`src/rtl/crossy_lanes.sv`:
```
// Crossy Road playfield engine: scrolling obstacle lanes, fixed chicken, per-frame
// collision detection and a lives / game-over state machine with a registered pixel colour.
module crossy_lanes #(
    parameter int N_LANES     = 3,
    parameter int OB_W        = 50,
    parameter int OB_H        = 30,
    parameter int LANE_PITCH  = 150,
    parameter int OB_X_OFFSET = 250,
    parameter int MOVE_STEP   = 10,
    parameter int LIVES       = 3,
    parameter int HIT_FRAMES  = 60,
    parameter int CHICK_X     = 310,
    parameter int CHICK_Y     = 400,
    parameter int CHICK_W     = 30,
    parameter int CHICK_H     = 40
) (
    input  logic       i_clk,
    input  logic       i_rst_n,
    input  logic [9:0] i_hpos,
    input  logic [9:0] i_vpos,
    input  logic       i_display_on,
    input  logic       i_frame_tick,
    input  logic       i_move_btn,
    output logic [2:0] o_rgb,
    output logic [7:0] o_score,
    output logic [2:0] o_lives,
    output logic [1:0] o_state
);

    typedef enum logic [1:0] {
        ST_PLAY = 2'b00,
        ST_HIT  = 2'b01,
        ST_OVER = 2'b10
    } state_t;

    localparam int CNT_W = (HIT_FRAMES > 1) ? $clog2(HIT_FRAMES) : 1;

    function automatic logic [8:0] scroll_step(input logic [8:0] s);
        logic [9:0] t;
        t = {1'b0, s} + 10'(MOVE_STEP);
        if (t >= 10'd480) t = t - 10'd480;
        return t[8:0];
    endfunction

    function automatic logic [7:0] sat_inc(input logic [7:0] v);
        return (v == 8'hFF) ? v : v + 8'd1;
    endfunction

    function automatic logic [2:0] lane_speed(input logic [7:0] v);
        return 3'd1 + ((v[7:5] > 3'd3) ? 3'd3 : v[7:5]);
    endfunction

    state_t             state_q, state_d;
    logic [2:0]         lives_q, lives_d;
    logic [CNT_W-1:0]   cnt_q, cnt_d;
    logic [8:0]         scroll_q, scroll_d;
    logic [7:0]         score_q, score_d;
    logic               btn_q;
    logic               flag_q;
    logic [2:0]         rgb_p1;

    logic               move_pulse;
    logic               flag_clr;
    logic               lanes_adv;
    logic               lanes_rst;
    logic [2:0]         speed;
    logic [N_LANES-1:0] obs_hit;
    logic               any_obs;
    logic               chick_hit;
    logic [10:0]        hpos11, vpos11;
    logic [2:0]         rgb_d;

    assign hpos11     = {1'b0, i_hpos};
    assign vpos11     = {1'b0, i_vpos};
    assign move_pulse = i_move_btn & ~btn_q;
    assign speed      = lane_speed(score_q);
    assign any_obs    = |obs_hit;
    assign chick_hit  = (hpos11 >= 11'(CHICK_X)) && (hpos11 < 11'(CHICK_X + CHICK_W)) &&
                        (vpos11 >= 11'(CHICK_Y)) && (vpos11 < 11'(CHICK_Y + CHICK_H));

    // Lanes: y derived from scroll each cycle, x stepped once per frame.
    for (genvar gi = 0; gi < N_LANES; gi++) begin : g_lane
        localparam int Y_BASE = (gi * LANE_PITCH) % 480;
        localparam int X_RST  = (gi * OB_X_OFFSET) % 640;

        logic [9:0]  x_q, x_nxt;
        logic [10:0] x_w, y_sum, y_w;

        assign x_w   = {1'b0, x_q};
        assign y_sum = 11'(Y_BASE) + {2'b00, scroll_q};
        assign y_w   = (y_sum >= 11'd480) ? y_sum - 11'd480 : y_sum;

        if ((gi % 2) == 0) begin : g_right
            logic [10:0] sum;
            assign sum   = x_w + {8'b0, speed};
            assign x_nxt = (sum >= 11'd640) ? 10'(sum - 11'd640) : sum[9:0];
        end else begin : g_left
            assign x_nxt = (x_q < {7'b0, speed}) ? 10'(x_w + 11'd640 - {8'b0, speed})
                                                 : x_q - {7'b0, speed};
        end

        // Body ends at x+OB_W; hpos never exceeds 639 so the right edge clips naturally.
        assign obs_hit[gi] = (hpos11 >= x_w) && (hpos11 < x_w + 11'(OB_W)) &&
                             (vpos11 >= y_w) && (vpos11 < y_w + 11'(OB_H));

        always_ff @(posedge i_clk or negedge i_rst_n) begin
            if (!i_rst_n)       x_q <= 10'(X_RST);
            else if (lanes_rst) x_q <= 10'(X_RST);
            else if (lanes_adv) x_q <= x_nxt;
        end
    end

    always_comb begin
        state_d   = state_q;
        lives_d   = lives_q;
        cnt_d     = cnt_q;
        scroll_d  = scroll_q;
        score_d   = score_q;
        lanes_adv = 1'b0;
        lanes_rst = 1'b0;
        flag_clr  = i_frame_tick;
        case (state_q)
            ST_PLAY: begin
                if (move_pulse) begin
                    scroll_d = scroll_step(scroll_q);
                    score_d  = sat_inc(score_q);
                end
                if (i_frame_tick) begin
                    if (flag_q) begin
                        lives_d = lives_q - 3'd1;
                        if (lives_q == 3'd1) begin
                            state_d = ST_OVER;
                        end else begin
                            state_d = ST_HIT;
                            cnt_d   = CNT_W'(HIT_FRAMES - 1);
                        end
                    end else begin
                        lanes_adv = 1'b1;
                    end
                end
            end
            ST_HIT: begin
                if (i_frame_tick) begin
                    if (cnt_q == '0) begin
                        state_d  = ST_PLAY;
                        scroll_d = '0;
                    end else begin
                        cnt_d = cnt_q - CNT_W'(1);
                    end
                end
            end
            ST_OVER: begin
                if (move_pulse) begin
                    state_d   = ST_PLAY;
                    lives_d   = 3'(LIVES);
                    score_d   = '0;
                    scroll_d  = '0;
                    cnt_d     = '0;
                    lanes_rst = 1'b1;
                    flag_clr  = 1'b1;
                end
            end
            default: state_d = ST_PLAY;
        endcase
    end

    always_ff @(posedge i_clk or negedge i_rst_n) begin
        if (!i_rst_n) begin
            state_q  <= ST_PLAY;
            lives_q  <= 3'(LIVES);
            cnt_q    <= '0;
            scroll_q <= '0;
            score_q  <= '0;
            btn_q    <= 1'b0;
        end else begin
            state_q  <= state_d;
            lives_q  <= lives_d;
            cnt_q    <= cnt_d;
            scroll_q <= scroll_d;
            score_q  <= score_d;
            btn_q    <= i_move_btn;
        end
    end

    // Clear has priority: the tick lands in blanking where no hit can be seen.
    always_ff @(posedge i_clk or negedge i_rst_n) begin
        if (!i_rst_n)                                        flag_q <= 1'b0;
        else if (flag_clr)                                   flag_q <= 1'b0;
        else if (i_display_on && chick_hit && any_obs)       flag_q <= 1'b1;
    end

    always_comb begin
        rgb_d = 3'b000;
        if (!i_display_on)              rgb_d = 3'b000;
        else if (chick_hit && any_obs)  rgb_d = 3'b011;
        else if (any_obs)               rgb_d = 3'b100;
        else if (chick_hit)             rgb_d = (state_q == ST_HIT) ? 3'b111 : 3'b010;
        else                            rgb_d = (state_q == ST_OVER) ? 3'b101 : 3'b001;
    end

    // Pixel stage p1: colour registered one cycle behind hpos/vpos.
    always_ff @(posedge i_clk or negedge i_rst_n) begin
        if (!i_rst_n) rgb_p1 <= 3'b000;
        else          rgb_p1 <= rgb_d;
    end

    assign o_rgb   = rgb_p1;
    assign o_score = score_q;
    assign o_lives = lives_q;
    assign o_state = state_q;

endmodule

```
`config.mk`:
```
export PLATFORM = sky130hd
export DESIGN_NAME = crossy_lanes
export DESIGN_NICKNAME = d
export VERILOG_FILES = /design/src/rtl/crossy_lanes.sv
export SDC_FILE = /design/constraint.sdc
export NUM_CORES = 1
export LEC_CHECK = 0
export ABC_AREA = 0
export CAP_MARGIN = 20
export CORE_ASPECT_RATIO = 0.6
export CORE_MARGIN = 8
export CORE_UTILIZATION = 33
export CTS_CLUSTER_DIAMETER = 40
export DETAILED_ROUTE_END_ITERATION = 12
export DONT_BUFFER_PORTS = 1
export REMOVE_ABC_BUFFERS = 1
export SETUP_SLACK_MARGIN = 0.3
export SLEW_MARGIN = 40
export SYNTH_ARGS = -nofsm -noshare
export SYNTH_HDL_FRONTEND = slang
export SYNTH_SLANG_ARGS = --single-unit
export TNS_END_PERCENT = 50
```
`constraint.sdc`:
```
create_clock -name i_clk -period 5.5 [get_ports i_clk]
set_input_delay 0.825 -clock i_clk [delete_from_list [all_inputs] [get_ports i_clk]]
set_output_delay 0.825 -clock i_clk [all_outputs]
set_load 0.02 [all_outputs]
```
# Word level (Yosys, flattened, before mapping)
# Cells that the tools add are included.
[totals] reg_bits=63 latchBits=0 ramBits=0 romBits=0 inputBits=25 out_inout_bits=16 elab_cells=157 memories=0
[classes] addsub=24 mul=0 div_mod_pow=0 n_lt_le_gt_ge=24 n_eq_ne=13 shift=0 n_mux=56 bitwise=2 n_reduce_logical=27
[ops] op="$mux W10" n=9
[ops] op="$lt A10 B11 Y1" n=6
[ops] op="$ge A10 B9 Y1 const B" n=5
[ops] op="$mux W9" n=5
[ops] op="$mux W6" n=6
[ops] op="$add A10 B6 Y11 const B" n=3
[ops] op="$add A11 B5 Y11 const B" n=3
[ops] op="$ge A10 B11 Y1" n=3
[ops] op="$mux W11" n=3
[ops] op="$ge A10 B10 Y1" n=3
[ops] op="$mux W3" n=10
[ops] op="$pmux W9 S3" n=1
[ops] op="$mux W8" n=3
[ops] op="$add A10 B3 Y11" n=2
[ops] op="$ge A11 B10 Y1 const B" n=2
[ops] op="$sub A10 B9 Y11 const B" n=2
[ops] op="$lt A10 B9 Y1 const B" n=2
[ops] op="$sub A10 B10 Y10 const B" n=2
[ops] op="$sub A10 B3 Y10" n=2
[ops] op="$ne A2 B2 Y1 const B" n=9
[ops] op="$pmux W6 S3" n=1
[ops] op="$pmux W8 S2" n=1
[ops] op="$logic_and A1 B1 Y1" n=15
[ops] op="$mux W2" n=6
[ops] op="other kinds (30)" n=42

# Depth between registers and ports, before layout
[depth] depth_word=10 depth_mapped=22 depth_no_buf=21

# Least setup slack after synthesis
# Ideal clock, no wire load.
[synth_timing] kind="flip-flop to flip-flop" from="register scroll_q[2]" to="register rgb_p1[0], in the netlist o_rgb[0]" setup_time_ns=0.094 t_arrival_ns=4.177 required_time_ns=5.406 path_slack_ns=1.229 stages_incl_launch_ff=22 n_path_buf=0 period_less_slack_ns=4.271 cell_sequence="dfrtp_1 -> inv_1 -> ha_1 -> a211oi_4 -> nor2_1 -> xor2_1 -> ha_1 -> inv_1 -> nor2_1 -> o21ai_1 -> nand3_2 -> mux2i_1 -> or3b_1 -> or3_1 -> ha_1 -> a221oi_1 -> nand3_1 -> a211oi_1 -> nand4_1 -> o311ai_2 -> nor3_1 -> a211oi_1"
[synth_between] elab_chain_cells=10 word_cells_on_any_way=31 cone_classes="add/sub (8); order compare (9); mux (6); reduce/logical (8)"
[synth_lines] item="start, declared" line="56" text="logic [8:0] scroll_q, scroll_d;"
[synth_lines] item="start signal, assigned" line="179" text="scroll_q <= scroll_d;"
[synth_lines] item="$add A8 B9 Y10 / $add A9 B9 Y10 (equally long branches)" line="90" text="assign y_sum = 11'(Y_BASE) + {2'b00, scroll_q};"
[synth_lines] item="$sub A10 B9 Y11 / $ge A10 B9 Y1 (equally long branches)" line="91" text="assign y_w = (y_sum >= 11'd480) ? y_sum - 11'd480 : y_sum;"
[synth_lines] item="$mux W11" line="91"
[synth_lines] item="$add A11 B5 Y11 / $ge A10 B11 Y1 (equally long branches)" line="104" text="(vpos11 >= y_w) && (vpos11 < y_w + 11'(OB_H));"
[synth_lines] item="$lt A10 B11 Y1 / $logic_and A1 B1 Y1 (equally long branches)" line="104, 103"
[synth_lines] item="$logic_and A1 B1 Y1" line="104"
[synth_lines] item="$reduce_or A3 Y1 (*)" line="77" text="assign any_obs = |obs_hit;"
[synth_lines] item="$mux W3 / $logic_and A1 B1 Y1 (equally long branches)" line="196, 195"
[synth_lines] item="$mux W3 (*)" line="195" text="else if (chick_hit && any_obs) rgb_d = 3'b011;"
[synth_lines] item="$mux W3 (*)" line="194" text="if (!i_display_on) rgb_d = 3'b000;"
[synth_lines] item="named net rgb_d[0]" line="71" text="logic [2:0] rgb_d;"
[synth_lines] item="end signal, assigned" line="204" text="else rgb_p1 <= rgb_d;"
[synth_lines] item="end, declared" line="60" text="logic [2:0] rgb_p1;"
# Mark *: on every way through the listed nets, which the timed path passes. The rest lies on a longest branch.
# A chain may end at the register's enable or synchronous reset.

# Worst setup path in the final report
# Ends and elaborated chain as after synthesis.

==> results by group <==
CTS
  – # clock sinks: 62
  – H-tree Lvls: 3
  – Root Buffer: clkbuf_16
  – CTS tree: done
  – Hold-fix buffers, CTS: 0
  – Worst skew pair latency: 0.34 ns
  – TritonCTS Buffers: 9
  – Clock transition at the registers of the reported paths: 0.06 ns
  – CTS Buffer Depth: 2

Route
  – Routed via count: 7422
  – DR DRC count: 0
  – Routed Antenna Nets: 0
  – Via-to-Cell Ratio: 5.58
  – Met2 Wirelength: 8400 µm
  – DRT Pass-1 Iters: 5
  – Metal3 WL: 1630 µm
  – Routed wire per std cell: 17.7 µm
  – Initial DRC Count: 574
  – Post-Route WL: 23600 µm
  – Wl on met1: 13300 µm
  – Top sig layer: met4

Setup path
  – CP Launch Type: flip-flop
  – Critical path type: flip-flop to flip-flop
  – Critical Path AT: 5.04 ns
  – Critical Path End Type: flip-flop
  – Worst Path Max Fanout: 9
  – Worst EP required: 5.74 ns

Global routing
  – Global-route wire length before repair: 38800 µm
  – Initial antenna violation count: 0
  – Vias in the first global route: 6961
  – Congestion Overflow GR: 0
  – Largest net degree at the start of global routing: 63
  – GRT Util Overall: 0.152

Timing
  – RSZ-0062 raised after global routing: no
  – Clk_skew: 0.00529 ns
  – Fmax: 0.208 GHz
  – Crit path time final: 4.81 ns
  – Final Cycle Share: 0.874
  – Final Max Tran Viols: 0
  – Final setup TNS: 0 ns
  – Final Hold Vio Count: 0
  – Final Setup Violations: 0
  – Max-Slew Margin vs Limit: 0.458
  – Worst slew pin tran: 0.809 ns

Status
  – Outcome: completed

Cells and area
  – Antenna Cells: 0
  – Final core utilization: 0.358
  – Area Growth Syn to Fin: 7.07%
  – FILL cells: 2615
  – Most frequent cells in the layout: ha_1, nand2_1, inv_1, a21oi_1, xnor2_1
  – Multi-input gate area: 6380 µm²
  – FF+latch area: 1570 µm²
  – Share of cells above drive strength 1: 0.0740
  – Nets: 1188
  – Commonest non-fill, non-tap cell in the layout: ha_1

Die
  – IO Pins: 41
  – # rows: 45
  – Die height: 140 µm
  – Initial Utilization: 0.334
  – Core ar.: 25200 µm²
  – Die area: 31000 µm²
  – Die width: 222 µm

Power
  – Worst vdd ir: 0.000198 V
  – Pleak: 3.79 nW
  – Pwr dens: 488 nW/µm²

Flow run
  – Max-cap violations: 0

Yosys
  – Unique masters post-synth: 88
  – Yosys warns: 0
  – Leading register cell type out of synthesis: dfrtp_1
  – Avg Inst Size Synth: 8.30 µm²
  – Number of synthesized register bits: 62
  – Mapped Area: 8420 µm²
  – Gate Count Post-Synth: 1014
  – Fraction of registers with async set/reset: 1.00
  – Seq/Total Area, Yosys: 0.186
  – Number of synthesized flops with an enable pin: 0

Hold path
  – Worst min path class: input pin to async pin

Placement
  – DPL Wire Length: 18500 µm
  – PortBufs: 0
  – Gpl congestion: 0.843
cells by family after synthesis:
logic type / after synthesis / synth area share
compound gates: 287 / 0.236
xor+xnor: 82 / 0.0862
fa+ha+maj: 168 / 0.254
buf+inv: 119 / 0.0572
flops: 62 / 0.186
mux: 10 / 0.0125
other cells: 1 / 0.000445
simple gates: 285 / 0.167
final cells by class:
type	count	area share
multi-input combinational	833	0.708
sequential	62	0.174
tap	329	0.0457
inverter	81	0.0340
clock buffer	13	0.0289
timing repair buffer	8	0.00666
clock inverter	3	0.00222
layer usage:
layer / up-vias / GRT usage
li1: 3670 / -
met1: 3532 / 0.247
met2: 204 / 0.194
met3: 16 / 0.0376
met4: 0 / 0.0226
met5: - / 0
timing repair:
item / in CTS / in global routing
setup buffers: 0 / 1
endpoints found under the setup margin: 0 / 3
resized for setup: 0 / 4
cell usage after synthesis, drive strengths merged, types with 3 or more instances:
library cell | number | share of area
a2111oi | 4 | 0.0043
a211oi | 20 | 0.020
a21bo | 3 | 0.0036
a21boi | 3 | 0.0031
a21o | 14 | 0.013
a21oi | 76 | 0.046
a31o | 3 | 0.0031
a31oi | 15 | 0.011
a41oi | 4 | 0.0051
and2 | 4 | 0.0030
and3 | 6 | 0.0045
buf | 12 | 0.0092
clkbuf | 26 | 0.012
dfrtp | 48 | 0.14
dfstp | 14 | 0.044
fa | 5 | 0.012
ha | 163 | 0.24
inv | 81 | 0.036
mux2 | 4 | 0.0054
mux2i | 6 | 0.0071
nand2 | 78 | 0.035
nand2b | 11 | 0.0082
nand3 | 42 | 0.026
nand3b | 4 | 0.0036
nand4 | 15 | 0.011
nor2 | 61 | 0.027
nor2b | 11 | 0.0091
nor3 | 23 | 0.014
nor4 | 6 | 0.0052
o2111ai | 8 | 0.0083
o211ai | 19 | 0.017
o21a | 13 | 0.012
o21ai | 47 | 0.029
o21bai | 4 | 0.0036
o22a | 5 | 0.0052
o22ai | 5 | 0.0037
o311ai | 3 | 0.0040
o31ai | 14 | 0.012
o32ai | 3 | 0.0031
or2 | 4 | 0.0030
or3 | 7 | 0.0052
xnor2 | 60 | 0.063
xor2 | 22 | 0.023
power by group:
part | leakage, nW | switching [mW] | total [mW] | internal, mW
combinational | 2.93 | 1.65 | 2.88 | 1.24
sequential | 0.733 | 0.320 | 0.967 | 0.647
clock | 0.132 | 0.223 | 0.552 | 0.329
state kept, by name, indices dropped and copies added, names as in the netlist:
name	count
o_state	2
btn_q	1
g_lane.x_q	30
scroll_q	8
o_rgb	3
o_score	8
o_lives	3
cnt_q	6
flag_q	1
per-stage QoR:
step	setup WS, ns	power, mW	std cells	hold WS [ns]	cell area (µm²)
after floorplan	1.21	3.10	976	0.473	8240
after detailed placement	0.537	3.78	1312	0.501	8710
final	0.694	4.40	1329	0.178	9010
after global routing	0.307	4.87	1329	0.155	9010
after global placement	0.771	3.72	1312	0.488	8710
after CTS	0.500	4.37	1328	0.167	8990
path summary, 6_finish.rpt:
path	end	cells past startpoint	slack, ns	start
hold reg to reg	scroll_q[5]	1	0.51	scroll_q[5]
min in group i_clk	scroll_q[5]	1	0.51	scroll_q[5]
max in group asynchronous	o_lives[1]	0	5.11	i_rst_n
hold / removal	scroll_q[1]	0	0.18	i_rst_n
setup / recovery	o_rgb[0]	21	0.69	scroll_q[2]
setup reg to reg	o_rgb[0]	21	0.69	scroll_q[2]
worst max-delay path: stages (launching register included):
cell and delay (ns):
dfrtp_2 0.48, inv_1 0.16, ha_1 0.27, a211oi_4 0.34, nor2_1 0.09, xor2_1 0.26
ha_2 0.30, inv_1 0.08, o21ai_1 0.13, nand2_1 0.07, nand3_2 0.12, mux2i_1 0.17
or3b_1 0.45, or3_1 0.32, ha_1 0.19, a221oi_1 0.21, nand3_1 0.11, a211oi_1 0.17
nand4_1 0.20, o311ai_4 0.22, nor3_1 0.09, a211oi_1 0.26
No activity file was read; power rests on OpenSTA's default activity.
